--- config.mk ---
export PLATFORM = sky130hd
export DESIGN_NAME = hazard_unit
export DESIGN_NICKNAME = d
export VERILOG_FILES = /design/src/rtl/hazard_unit.sv
export SDC_FILE = /design/constraint.sdc
export NUM_CORES = 1
export LEC_CHECK = 0
export BUFFER_PORTS_ARGS = -buffer_cell sky130_fd_sc_hd__buf_2
export CORE_MARGIN = 8
export CORE_UTILIZATION = 43
export CTS_BUF_LIST = sky130_fd_sc_hd__clkbuf_2 sky130_fd_sc_hd__clkbuf_4 sky130_fd_sc_hd__clkbuf_8
export CTS_CLUSTER_DIAMETER = 30
export DETAILED_ROUTE_END_ITERATION = 10
export PLACE_DENSITY = 0.67
export SETUP_SLACK_MARGIN = 0.4
export SYNTH_ARGS = -nofsm -noshare
export SYNTH_HDL_FRONTEND = slang
export SYNTH_SLANG_ARGS = --single-unit
export TNS_END_PERCENT = 10
--- constraint.sdc ---
create_clock -name clk -period 2.96 [get_ports clk]
set_clock_uncertainty 0.05 [all_clocks]
set_input_delay 0.148 -clock clk [delete_from_list [all_inputs] [get_ports clk]]
set_output_delay 0.148 -clock clk [all_outputs]
set_load 0.005 [all_outputs]
--- src/rtl/hazard_unit.sv ---
// hazard_unit: stall/flush controller for the IF/ID and ID/EX pipeline registers.
// Compares ID source registers against in-flight destinations, tracks the
// multi-cycle MULT/DIV unit, and keeps saturating stall/flush counters.
// Build option: define FORWARDING_EN when the datapath has EX/MEM forwarding,
// which reduces data hazards to load-use only.
//
// state   | meaning
// --------+-------------------------------------------------------------
// RUN     | previous cycle advanced normally
// DATA_ST | previous cycle held IF/ID for a register dependency
// MD_ST   | previous cycle held IF/ID waiting on HI/LO
// FLUSH   | previous cycle squashed the wrong-path instruction
module hazard_unit #(
   parameter int MD_CYCLES = 32,
   parameter int CNT_W     = 6,
   parameter int PERF_W    = 32
) (
   input  logic              clk,
   input  logic              rst,
   input  logic [4:0]        id_rs,
   input  logic [4:0]        id_rt,
   input  logic              id_uses_rs,
   input  logic              id_uses_rt,
   input  logic              id_md_use,
   input  logic [4:0]        ex_dest,
   input  logic              ex_reg_write,
   input  logic              ex_mem_read,
   input  logic              ex_md_start,
   input  logic [4:0]        mem_dest,
   input  logic              mem_reg_write,
   input  logic              ex_branch_taken,
   output logic              pc_write,
   output logic              ifid_write,
   output logic              ifid_flush,
   output logic              idex_bubble,
   output logic              md_busy,
   output logic [1:0]        state,
   output logic [PERF_W-1:0] stall_count,
   output logic [PERF_W-1:0] flush_count
);

   typedef enum logic [1:0] {
      ST_RUN        = 2'b00,
      ST_DATA_STALL = 2'b01,
      ST_MD_STALL   = 2'b10,
      ST_FLUSH      = 2'b11
   } state_e;

   state_e              state_q, state_d;
   logic [CNT_W-1:0]    md_cnt_q, md_cnt_d;
   logic [PERF_W-1:0]   stall_count_q, stall_count_d;
   logic [PERF_W-1:0]   flush_count_q, flush_count_d;

   logic ex_match;
   logic data_haz;
   logic md_haz;

   // $0 is hardwired to zero, so it never creates a dependency.
   assign ex_match = (ex_dest != 5'd0) &&
                     ((id_uses_rs && (id_rs == ex_dest)) || (id_uses_rt && (id_rt == ex_dest)));

`ifdef FORWARDING_EN
   // Forwarding covers ALU results; only a load in EX cannot be bypassed in time.
   logic unused_mem_inputs;
   assign unused_mem_inputs = ^{mem_dest, mem_reg_write};
   assign data_haz = ex_mem_read && ex_reg_write && ex_match;
`else
   // Without forwarding, wait until the producer has left MEM; WB writes in the
   // first half-cycle so the register file read already sees it.
   logic mem_match;
   logic unused_mem_read;
   assign unused_mem_read = ex_mem_read;
   assign mem_match = (mem_dest != 5'd0) &&
                      ((id_uses_rs && (id_rs == mem_dest)) || (id_uses_rt && (id_rt == mem_dest)));
   assign data_haz = (ex_reg_write && ex_match) || (mem_reg_write && mem_match);
`endif

   assign md_busy = (md_cnt_q != '0);
   assign md_haz  = id_md_use && md_busy;

   // Pipeline controls and next-state decision; branch flush outranks any stall.
   always_comb begin
      pc_write    = 1'b1;
      ifid_write  = 1'b1;
      ifid_flush  = 1'b0;
      idex_bubble = 1'b0;
      state_d     = ST_RUN;
      if (ex_branch_taken) begin
         ifid_flush  = 1'b1;
         idex_bubble = 1'b1;
         state_d     = ST_FLUSH;
      end else if (data_haz) begin
         pc_write    = 1'b0;
         ifid_write  = 1'b0;
         idex_bubble = 1'b1;
         state_d     = ST_DATA_STALL;
      end else if (md_haz) begin
         pc_write    = 1'b0;
         ifid_write  = 1'b0;
         idex_bubble = 1'b1;
         state_d     = ST_MD_STALL;
      end
   end

   // MULT/DIV countdown (restart beats decrement) and saturating perf counters.
   always_comb begin
      md_cnt_d = md_cnt_q;
      if (ex_md_start)
         md_cnt_d = CNT_W'(MD_CYCLES - 1);
      else if (md_cnt_q != '0)
         md_cnt_d = md_cnt_q - CNT_W'(1);

      stall_count_d = stall_count_q;
      if (!pc_write && (stall_count_q != '1))
         stall_count_d = stall_count_q + PERF_W'(1);

      flush_count_d = flush_count_q;
      if (ifid_flush && (flush_count_q != '1))
         flush_count_d = flush_count_q + PERF_W'(1);
   end

   // State record, countdown and counters; reset drops any pending MD stall.
   always_ff @(posedge clk or posedge rst) begin
      if (rst) begin
         state_q       <= ST_RUN;
         md_cnt_q      <= '0;
         stall_count_q <= '0;
         flush_count_q <= '0;
      end else begin
         state_q       <= state_d;
         md_cnt_q      <= md_cnt_d;
         stall_count_q <= stall_count_d;
         flush_count_q <= flush_count_d;
      end
   end

   assign state       = state_q;
   assign stall_count = stall_count_q;
   assign flush_count = flush_count_q;

endmodule

* After elaboration in Yosys (flattened, before gate mapping)
Cells that the tools add are included.
** Cells by class
- Reductions and logical operators :: 19
- Mux-type cells :: 12
- Eq/ne operators :: 6
- Add/sub/neg operators :: 3
** Operators with widths (count)
- $add A32 B1 Y32 const B :: 2
- $ne A32 B32 Y1 const B :: 2
- $eq A5 B5 Y1 :: 4
- $mux W6 :: 2
- $logic_and A1 B1 Y1 :: 11
- $reduce_bool A5 Y1 :: 2
- $mux W1 :: 7
- $mux W2 :: 3
- $reduce_bool A6 Y1 :: 1
- $sub A6 B1 Y6 const B :: 1
- $logic_or A1 B1 Y1 :: 3
- $reduce_bool A2 Y1 :: 1
- $logic_not A1 Y1 :: 1
** Storage, ports and cells
- Bits in registers :: 72
- Input port bits :: 30

* Logic depth before layout (Yosys ltp)
- Depth after elaboration :: 10
- Gate-level depth with buffers :: 8

* Worst setup path after synthesis
OpenSTA, ideal clock, no wires.
- Path type :: reg2out
- From :: register md_cnt_q[2]
- To :: output pc_write
- Data arrival time :: 2000 ps
- Setup slack :: 762 ps
- Cell stages (with the launch flop) :: 8
- Buffers on the path :: 3
- Data required time :: 2762 ps
- Cell sequence :: dfrtp_1 nor3_1 nand3b_1 a222oi_1 buf_4 buf_6 or2_2 buf_4
** Between the ends
- Cells in the longest elaborated chain, start to end :: 5
** Ends and longest elaborated chain
- start: declaration :: RTL line 50 : logic [CNT_W-1:0] md_cnt_q, md_cnt_d;
- start signal: assignment :: RTL line 131 : md_cnt_q <= md_cnt_d;
- $reduce_bool A6 Y1 :: RTL line 78 : assign md_busy = (md_cnt_q != '0);
- via md_busy :: RTL line 36 : output logic md_busy,
- $logic_and A1 B1 Y1 :: RTL line 79 : assign md_haz = id_md_use && md_busy;
- $mux W1 (3 in series)
- end: declaration :: RTL line 32 : output logic pc_write,
The timed path passes the listed nets, and every way through them passes these cells.

* Final worst setup path
- From :: register md_cnt_q[0]
- To :: output ifid_write
** Between the ends
- Cells in the longest elaborated chain, start to end :: 5
** Ends and longest elaborated chain
- $reduce_bool A6 Y1 :: RTL line 78
- $logic_and A1 B1 Y1 :: RTL line 79
- $mux W1 :: RTL line 97 : end else if (md_haz) begin
- $mux W1 :: RTL line 92 : end else if (data_haz) begin
- $mux W1 :: RTL line 88 : if (ex_branch_taken) begin
- end: declaration :: RTL line 33 : output logic ifid_write,
No other way between the ends.

==> run_results.csv <==
group,metric,value,unit
synthesis,synthFlopType,"dfrtp_1",
sta,worst_pin_slew,0.873,ns
placement,place_area,4450,µm²
hold_path,hold_path.class,"in -> reg",
global_route,grt_antenna_before_repair,0,
sta,maxSlewViolCount,0,
synthesis,syn_area,3820,µm²
outcome,status,"finished clean",
clock_tree,clkTransAtPathRegs,0.08,ns
floorplanning,ioPinCount,101,
sta,setup_ws,0.619,ns
power_and_ir_drop,p_per_area,504,nW/µm²
synthesis,syn_nets,400,
sta,slew_headroom,41.7,%
floorplanning,die_area,12200,µm²
global_route,grt_max_degree,42,
placement,place_ws,0.595,ns
floorplanning,fp-row-count,34,
global_route,grt_pass1_vias,3228,
detailed_routing,ant_nets,0,
detailed_routing,vias,3141,
job,maxCapViolations,0,
clock_tree,cts_root_buf,"clkbuf_8",
global_route,grt_overflow,0,
worst_setup_path,arrival,2.14,ns
detailed_routing,dr.pass1.iters,4,
clock_tree,clock_path_buffers,2,
floorplanning,coreArea,8680,µm²
finish,final_cell_mix,"99 x buf_2, 72 x dfrtp_1, 50 x xnor2_1, 33 x xor2_1, 31 x nand2_1",
worst_setup_path,criticalPathCategory,"reg -> out",
worst_setup_path,path_cells,"inv_1 -> ha_1 -> nand3b_1 -> a222oi_1 -> buf_12 -> or2_2 -> buf_2",
detailed_routing,drt_iter0_drc,108,
sta,max_freq,427,MHz
power_and_ir_drop,peakVddDrop,0.000339,V
worst_setup_path,critical_path.startpoint_type,"register",
synthesis,netlist_instances,366,
clock_tree,clock_sinks,72,
finish,fin_nets,509,
power_and_ir_drop,p_leak,0.00230,µW
sta,grt_setup_unrepaired,"false",
synthesis,synth-seq-cells,72,
synthesis,yosysUniqueCellTypes,47,
sta,setup_tns,0,ns
finish,instances_no_fill,588,
worst_setup_path,path_buf_inv,3,
detailed_routing,vias_per_cell,5.34,
detailed_routing,drc,0,
sta,setup_violations,0,
sta,min_period,2.34,ns
finish,drive_above_1_share,27.3,%
floorplanning,start_util,44.0,%
worst_setup_path,cpPeakStageDelay,0.48,ns
synthesis,synth_warnings,0,
synthesis,ys_async_sr_fraction,100,%
sta,whs,0.161,ns
synthesis,synth_edf_count,0,
global_route,grt_pass1_wl,15.4,mm
placement,dpl.hpwl,7.03,mm
finish,final_cell_area,4680,µm²
floorplanning,chipWidth,110,µm
finish,syn2layout_area_growth,22.6,%
global_route,grt_util_all_layers,16.0,%
placement,portBuffers,99,
finish,antenna_cells,0,
detailed_routing,wire_per_inst,15.8,µm
worst_setup_path,endpoint_kind,"primary output",
sta,post-route-period-util,79.1,%
clock_tree,htreeDepth,3,
clock_tree,cts_buffers,9,
synthesis,synth.avg_cell_area,10.4,µm²
detailed_routing,routed_wl,9.32,mm
finish,fillers,798,
worst_setup_path,crit_family,"compound AO/OA/AOI/OAI gates",
worst_setup_path,cp_slowest_cell,"a222oi_1",
floorplanning,die_h,110,µm
clock_tree,cts_tree,"done",
placement,dpl.cell_count,569,
worst_setup_path,cp_data_required_time,2.76,ns
clock_tree,worstSkewPairLatency,0.35,ns
placement,place_congestion,0.841,
sta,final-hold-violation-count,0,
worst_setup_path,path_max_fanout,32,
synthesis,yosysSeqAreaShare,47.2,%
finish,layout_commonest_cell,"buf_2",
==> cell families after synthesis <==
logic type / synth area share (%)
simple gates: 25.3
xor+xnor: 19.0
flops: 47.2
compound gates: 4.06
buf+inv: 2.16
fa+ha+maj: 1.31
mux: 0.983
==> flip-flops by register name (all words and copies together) (netlist names) <==
name         flops
flush_count     32
md_cnt_q         6
stall_count     32
state            2
==> metal layers <==
metal	vias up	global-route usage [%]	part of all wire (%)
li1	1527	-	-
met1	1524	19.2	44
met2	78	26.7	49
met3	12	4.53	6.3
met4	0	6.18	1.4
met5	-	0	0
==> Yosys cell counts (all sizes together), types with 4 or more instances <==
master | count | area (µm²)
dfrtp | 72 | 1800
xnor2 | 50 | 438
xor2 | 33 | 289
nand2 | 31 | 116
nand3 | 22 | 110
nand4 | 21 | 131
nor3 | 15 | 75.1
nor2 | 14 | 52.6
and4 | 10 | 87.6
and3 | 8 | 50.1
buf | 7 | 48.8
or3 | 7 | 43.8
nor4 | 6 | 43.8
and2 | 5 | 31.3
inv | 5 | 18.8
nand4b | 5 | 43.8
or4 | 5 | 37.5
a21o | 4 | 30.0
ha | 4 | 50.1
nand2b | 4 | 25.0
==> power by group <==
part	switching (µW)	total [µW]	leakage (µW)	internal, µW
Combinational	187	379	0.00124	193
Clock	382	784	0.000100	403
Sequential	121	1190	0.000956	1070
Total	690	2360	0.00230	1670
==> per-stage QoR <==
stage | util (%) | power, µW
global placement | 51.2 | 1580
detailed placement | 51.2 | 1600
CTS | 53.9 | 2390
finish | 54.0 | 2360
floorplan | - | 1400
global route | 54.0 | 2500
==> cell type report <==
type / count / area [µm²] / area share, %
Inverter: 6 / 22.5 / 0.481
Sequential cell: 72 / 1800 / 38.5
Tap cell: 108 / 135 / 2.89
Clock buffer: 10 / 131 / 2.81
Multi-Input combinational cell: 278 / 1940 / 41.4
Timing Repair Buffer: 108 / 583 / 12.5
Clock inverter: 6 / 68.8 / 1.47
==> timing repair <==
action / CTS / global route
endpoints found under the hold margin: 42 / 0
setup buffers: 0 / 0
hold buffers: 3 / 0
setup endpoints to repair: 0 / 2
gates resized for setup: 0 / 1
==> final timing paths <==
check | startpoint | to | slack, ns | depth (start not counted)
max | md_cnt_q[0] | ifid_write | 0.62 | 7
min | ex_reg_write | state[0] | 0.16 | 4
max reg2reg | stall_count[6] | stall_count[26] | 0.63 | 6
min reg2reg | flush_count[18] | flush_count[18] | 0.44 | 1
max in group asynchronous | rst | stall_count[30] | 1.61 | 4
min in group asynchronous | rst | state[0] | 0.47 | 3
==> tightest hold or removal path: cells and delay by family <==
kind / cells / cell delay (ns)
compound gates: 2 / 0.21
buf+inv: 1 / 0.07
simple gates: 1 / 0.10
No activity file was read; power rests on OpenSTA's default activity.
